[src/rtl/fifo_read_streamer.sv]
// Reads words out of a one-cycle-latency sync FIFO and re-presents them as a
// valid/ready stream through a 2-entry skid buffer, counting delivered words.
module fifo_read_streamer #(
  parameter int p_DATA_WIDTH  = 8,
  parameter int p_COUNT_WIDTH = 16
) (
  input  logic                     i_CLK,
  input  logic                     i_RESET,
  input  logic                     i_FIFO_EMPTY,
  input  logic                     i_FIFO_WRITE,
  input  logic [p_DATA_WIDTH-1:0]  i_FIFO_DATA,
  output logic                     o_FIFO_READ,
  output logic                     o_VALID,
  input  logic                     i_READY,
  output logic [p_DATA_WIDTH-1:0]  o_DATA,
  output logic [p_COUNT_WIDTH-1:0] o_WORD_COUNT
);

  typedef enum logic {
    ST_IDLE = 1'b0,
    ST_WAIT = 1'b1
  } state_t;

  state_t                   state_q, state_d;
  logic [1:0]               occ_q, occ_d;
  logic [p_DATA_WIDTH-1:0]  head_q, head_d;
  logic [p_DATA_WIDTH-1:0]  tail_q, tail_d;
  logic [p_COUNT_WIDTH-1:0] count_q, count_d;

  logic room;
  logic rd;
  logic capture;
  logic pop;

  // A full skid still has room when its head leaves this cycle, because the
  // new word only lands one cycle later.
  assign room    = (occ_q < 2'd2) || ((occ_q == 2'd2) && i_READY);
  assign rd      = !i_RESET && (state_q == ST_IDLE) && !i_FIFO_EMPTY
                   && !i_FIFO_WRITE && room;
  assign capture = (state_q == ST_WAIT);
  assign pop     = (occ_q != 2'd0) && i_READY;

  assign o_FIFO_READ  = rd;
  assign o_VALID      = (occ_q != 2'd0);
  assign o_DATA       = head_q;
  assign o_WORD_COUNT = count_q;

  always_comb begin
    state_d = state_q;
    case (state_q)
      ST_IDLE: if (rd) state_d = ST_WAIT;
      ST_WAIT: state_d = ST_IDLE;
      default: state_d = ST_IDLE;
    endcase
  end

  always_comb begin
    occ_d  = occ_q;
    head_d = head_q;
    tail_d = tail_q;
    case ({capture, pop})
      2'b01: begin
        head_d = tail_q;
        occ_d  = occ_q - 2'd1;
      end
      2'b10: begin
        if (occ_q == 2'd0)      head_d = i_FIFO_DATA;
        else if (occ_q == 2'd1) tail_d = i_FIFO_DATA;
        if (occ_q != 2'd2)      occ_d  = occ_q + 2'd1;
      end
      2'b11: begin
        // Head leaves while the new word arrives; occupancy is unchanged.
        if (occ_q == 2'd1) begin
          head_d = i_FIFO_DATA;
        end else begin
          head_d = tail_q;
          tail_d = i_FIFO_DATA;
        end
      end
      default: ;
    endcase
  end

  always_comb begin
    count_d = count_q;
    if (pop) count_d = count_q + 1'b1;
  end

  always_ff @(posedge i_CLK or posedge i_RESET) begin
    if (i_RESET) begin
      state_q <= ST_IDLE;
      occ_q   <= 2'd0;
      head_q  <= '0;
      tail_q  <= '0;
      count_q <= '0;
    end else begin
      state_q <= state_d;
      occ_q   <= occ_d;
      head_q  <= head_d;
      tail_q  <= tail_d;
      count_q <= count_d;
    end
  end

endmodule

[config.mk]
export PLATFORM = sky130hd
export DESIGN_NAME = fifo_read_streamer
export DESIGN_NICKNAME = d
export VERILOG_FILES = /design/src/rtl/fifo_read_streamer.sv
export SDC_FILE = /design/constraint.sdc
export NUM_CORES = 1
export LEC_CHECK = 0
export BUFFER_PORTS_ARGS = -buffer_cell sky130_fd_sc_hd__buf_2
export CAP_MARGIN = 20
export CORE_MARGIN = 3
export CORE_UTILIZATION = 52
export CTS_CLUSTER_SIZE = 40
export DETAILED_ROUTE_END_ITERATION = 8
export PLACE_DENSITY = 0.84
export SLEW_MARGIN = 15
export SYNTH_ARGS = -nofsm -noshare
export SYNTH_HDL_FRONTEND = slang
export SYNTH_SLANG_ARGS = --single-unit
[constraint.sdc]
create_clock -name i_CLK -period 2.15 [get_ports i_CLK]
set_input_delay 0 -clock i_CLK [delete_from_list [all_inputs] [get_ports i_CLK]]
set_output_delay 0 -clock i_CLK [all_outputs]
set_load 0.01 [all_outputs]
# ---- After elaboration in Yosys (flattened, before gate mapping)
# Cells that the tools add are included.
dict set report classes {
  bitwise_logic 1
  magnitude_cmp 1
  n_addsub 3
  muxes 10
  n_eq_ne 10
  n_reduce_logical 18
}
# operator count
set op_table {}
lappend op_table {{$mux W8} 4}
lappend op_table {{$pmux W8 S3} 1}
lappend op_table {{$add A16 B1 Y16 const B} 1}
lappend op_table {{$pmux W8 S2} 1}
lappend op_table {{$ne A2 B2 Y1 const B} 5}
lappend op_table {{$eq A2 B2 Y1 const B} 3}
lappend op_table {{$logic_and A1 B1 Y1} 6}
lappend op_table {{$reduce_bool A2 Y1} 3}
lappend op_table {{$eq A2 B1 Y1 const B} 2}
lappend op_table {{$pmux W2 S2} 1}
lappend op_table {{$reduce_and A2 Y1} 2}
lappend op_table {{$logic_not A1 Y1} 3}
lappend op_table {{$reduce_and A3 Y1} 1}
lappend op_table {{$reduce_bool A3 Y1} 1}
lappend op_table {{$add A2 B1 Y2 const B} 1}
lappend op_table {{$logic_not A2 Y1} 1}
lappend op_table {{$lt A2 B2 Y1 const B} 1}
lappend op_table {{$mux W2} 1}
lappend op_table {{$pmux W1 S2} 1}
lappend op_table {{$sub A2 B1 Y2 const B} 1}
lappend op_table {{$logic_or A1 B1 Y1} 1}
lappend op_table {{$mux W1} 1}
lappend op_table {{$not A1 Y1} 1}
dict set report totals {
  elab_cells 48
  reg_bits 35
  input_bits 13
  out_inout_bits 26
}

# ---- Longest topological paths before layout
dict set report depth {
  ltp_word 7
  ltp_mapped 7
  ltp_nobuf 6
}

# ---- Worst setup path after synthesis
# Ideal clock, no wire load.
dict set report synth_timing {
  kind {reg-to-reg}
  from {reg occ_q[1]}
  to {reg count_q[15], in the netlist o_WORD_COUNT[15]}
  setup_ns 0.124
  arrival_time_ns 1.531
  path_buffers 0
  slack_ns 0.494
  required_ns 2.026
  synth_period_minus_slack_ns 1.656
  stages_incl_launch_ff 7
  cell_sequence {dfrtp_1 inv_1 ha_1 nand4b_2 nor4_4 nand3_1 xnor2_1}
}
dict set report synth_via {
  elab_chain_cells 2
}
# item line
set synth_rtl {}
lappend synth_rtl {{start, declared} 25} ;# logic [1:0] occ_q, occ_d;
lappend synth_rtl {{start signal, assigned} 92} ;# occ_q <= 2'd0;
lappend synth_rtl {{start signal, assigned} 98} ;# occ_q <= occ_d;
lappend synth_rtl {{$reduce_bool A2 Y1} 41} ;# assign pop = (occ_q != 2'd0) && i_READY;
lappend synth_rtl {{$logic_and A1 B1 Y1} 41}
lappend synth_rtl {{end signal, assigned} 101} ;# count_q <= count_d;
lappend synth_rtl {{end, declared} 28} ;# logic [p_COUNT_WIDTH-1:0] count_q, count_d;
# No other way between the ends.
# A chain may end at the register's enable or synchronous reset.

# ---- Final worst setup path
# Ends and elaborated chain as after synthesis.

==> summary.txt <==
Yosys
  – Gate Count Post-Synth: about 170
  – Main combinational cell family by area after synthesis: simple AND/OR/NAND/NOR gates
  – Post-synth EDFFs: 0
  – Synth warnings: 0
  – Largest area contributor in the netlist: dfrtp_1
  – Async SR Flop Fraction: between 90% and 100%
  – Yosys reg bits: 35
  – Synth area leaders: dfrtp_1, mux2_2, xnor2_1, nand2_1, ha_1
  – Post-synthesis adder-cell area fraction: 3.639%
  – Most used DFF post-synth: dfrtp_1
  – Yosys cell types: 30
  – Synth top area share: 50.95%
  – Post-synthesis compound-gate area fraction: 10.19%
  – Synth Area in XOR/XNOR: about 8.2%
  – Synth Cell Area: between 1500 and 2000 um2
  – Avg Inst Size Synth: between 10 and 15 um2
  – Seq/Total Area, Yosys: 50.95%
  – Mapped Nets: around 190
  – Post-synthesis mux area share: a little under 6%
  – Simple-gate share of the synthesized area: 18.49%

Drt
  – Vias: between 1000 and 1500
  – Routed Antenna Nets: 0
  – Vias per inst: ~5.3
  – Iteration-0 DRC count of the detailed router: 117
  – DRC: 0
  – Initial DRT Pass Iterations: 5
  – Routed len/inst: 13.34 um
  – Routed WL: 3536 um

Place
  – Placer congestion estimate: between 0.8 and 0.9
  – Hpwl dp: approximately 2400 um
  – PortBufs: 38

Run
  – Max Cap Viol: 0

Power and ir drop
  – VDD IR max: around 0.75 mV
  – Leak Pwr: 1.022 nW
  – Total power: about 2.4 mW
  – Switching share of total power: about two fifths
  – Clock power share: ~14%
  – Combinational fraction of design power: slightly above 40%
  – Internal power: 1.491 mW
  – Sequential power share: between 40% and 50%
  – Sw Pwr: about 0.95 mW
  – PwrDens: between 1000 and 1500 nW/um2

Timing
  – Fmax: roughly 0.53 GHz
  – Fin crit share: about 88%
  – RSZ-0062 raised after global routing: no
  – Hold Fails Final Rpt: 0
  – Min Tclk post-route: around 1.9 ns
  – # setup viols final: 0
  – Clock skew: around 0.009 ns
  – Setup TNS: 0 ns
  – Slew Limit Fails: 0
  – Worst slew pin tran: a little under 0.5 ns
  – Relative slew slack: 67.06%

Worst setup path
  – Worst setup SP type: flop
  – Crit path arrival time: 2.12 ns
  – CP max FO: 9
  – Delay-heaviest family, CP: simple AND/OR/NAND/NOR gates
  – Crit-path cells: inv_1, ha_1, nand4b_2, nor4_4, nand3_1, xnor2_1
  – Worst Path Required: ~2.4 ns
  – CP endpoint kind: flop
  – Cell at the slowest stage of the critical path: dfrtp_1
  – Worst Path Buf+Inv: 1
  – CP peak stage delay: between 0.4 and 0.5 ns
  – Worst Setup Path Type: reg -> reg

CTS
  – Clock-pin slew on the worst setup and hold paths: 0.11 ns
  – # H-tree levels: 2
  – CTS tree: built
  – Post-CTS sizing: 0
  – CTS root buf: clkbuf_4
  – Total CTS buffers: 5
  – # clock sinks: 35
  – CTS Buffer Depth: 2
  – Worst-skew pair later-pin latency: around 0.35 ns

GRT
  – Antenna violations before repair: 0
  – Grt ovf: 0
  – GRT Overall Usage: between 10% and 20%
  – Number of global-route vias before repair: roughly 1400
  – Largest net degree at the start of global routing: 36
  – First-pass GRT wire length: between 6000 and 7000 um

Cells and area
  – Final #Nets: approximately 240
  – FF+latch area: just under 900 um2
  – Most common library cell in the layout ignoring fill and taps: buf_2
  – Most frequent cells in the layout: buf_2, dfrtp_1, nand2_1
  – Area grow syn2layout: 23.44%
  – Multi-input logic area: between 700 and 800 um2
  – FILL cells: 250
  – Share of layout cells above drive strength 1: between 20% and 30%
  – N_diodes: 0

Hold path
  – Hold Path Class: in -> reg

Floorplanning
  – Initial Util: a little under three fifths
  – Row count: 20
  – Height of the chip: 63.50 um
  – Die area: about 4000 um2
  – Core Region: slightly above 3000 um2
  – Die X: around 64 um
  – IO Pins: 39

Status
  – Status: finished, final reports clean
registers in the layout, summed over array words and instances, names as in the netlist:
signal and cells:
o_WORD_COUNT 16, o_DATA 8, tail_q 8, occ_q 2
capture 1
cells in the mapped netlist (all sizes together) (2+ instances only):
cell type / number
ha: 5
nand4: 3
nor3: 2
mux2: 8
nand3: 5
nand2: 22
nand2b: 4
o21ai: 9
dfrtp: 35
inv: 5
xnor2: 10
o22ai: 7
xor2: 6
buf: 3
nor4: 3
a21oi: 13
and3: 2
clkbuf: 3
nor2: 14
worst paths after layout:
path | depth (start not counted) | slack [ns] | startpoint | endpoint
setup / recovery | 6 | 0.26 | occ_q[1] | o_WORD_COUNT[15]
hold / removal | 2 | 0.04 | i_READY | o_DATA[4]
setup reg to reg | 6 | 0.26 | occ_q[1] | o_WORD_COUNT[15]
hold reg to reg | 1 | 0.48 | o_WORD_COUNT[15] | o_WORD_COUNT[15]
max in group asynchronous | 4 | 1.55 | i_RESET | o_WORD_COUNT[6]
min in group asynchronous | 4 | 0.30 | i_RESET | o_DATA[1]
power by group through the flow:
stage / registers (mW) / clock network (mW) / logic (mW)
4_1_cts: 1.10 / 0.356 / 1.01
5_1_grt: 1.13 / 0.394 / 1.14
6_report: 1.10 / 0.343 / 1.00
3_3_place_gp: 1.10 / 0 / 0.966
3_5_place_dp: 1.11 / 0 / 0.987
2_1_floorplan: 1.14 / 0 / 0.635
through the flow:
| stage | worst slack [ns] | std cells | hold WS, ns | util [%] | cell area [um2] |
|---|---|---|---|---|---|
| finish | 0.2637 | 265 | 0.04458 | 68.39 | 2122 |
| global route | 0.1376 | 265 | 0.05022 | 68.39 | 2122 |
| CTS | 0.2525 | 265 | 0.03546 | 68.39 | 2122 |
| detailed placement | 0.2561 | 246 | 0.1300 | 63.10 | 1958 |
| global placement | 0.3696 | 246 | 0.1234 | 63.10 | 1958 |
| floorplan | 0.4945 | 167 | 0.1332 | - | 1719 |
final cells by class:
class                   instances  area share, %
inverters                       5         0.8844
well taps                      44          2.594
repair buffers                 52          15.21
clock inverters                 2         0.5896
flip-flops and latches         35          41.27
multi-input cells             121          37.50
clock buffers                   6          1.946
metal layers:
layer / vias up / part of all wire, % / track usage, %
met3: 4 / 6.0 / 4.813
met2: 50 / 47 / 33.90
li1: 684 / - / -
met4: 0 / 0.88 / 8.086
met5: - / 0 / 0
met1: 664 / 46 / 22.62
repair_timing:
item                                   CTS  global route
buffers inserted                         0             0
hold buffers                            11             0
endpoints found under the hold margin   51             0
cells by family after synthesis:
| family | count (synthesis) |
|---|---|
| multiplexers | 9 |
| flip-flops | 35 |
| XOR/XNOR | 16 |
| adder cells (fa/ha/maj) | 5 |
| AO/OA/AOI/OAI | 31 |
| buffers and inverters | 11 |
| AND/OR/NAND/NOR | 60 |
No activity file was read; power rests on OpenSTA's default activity.
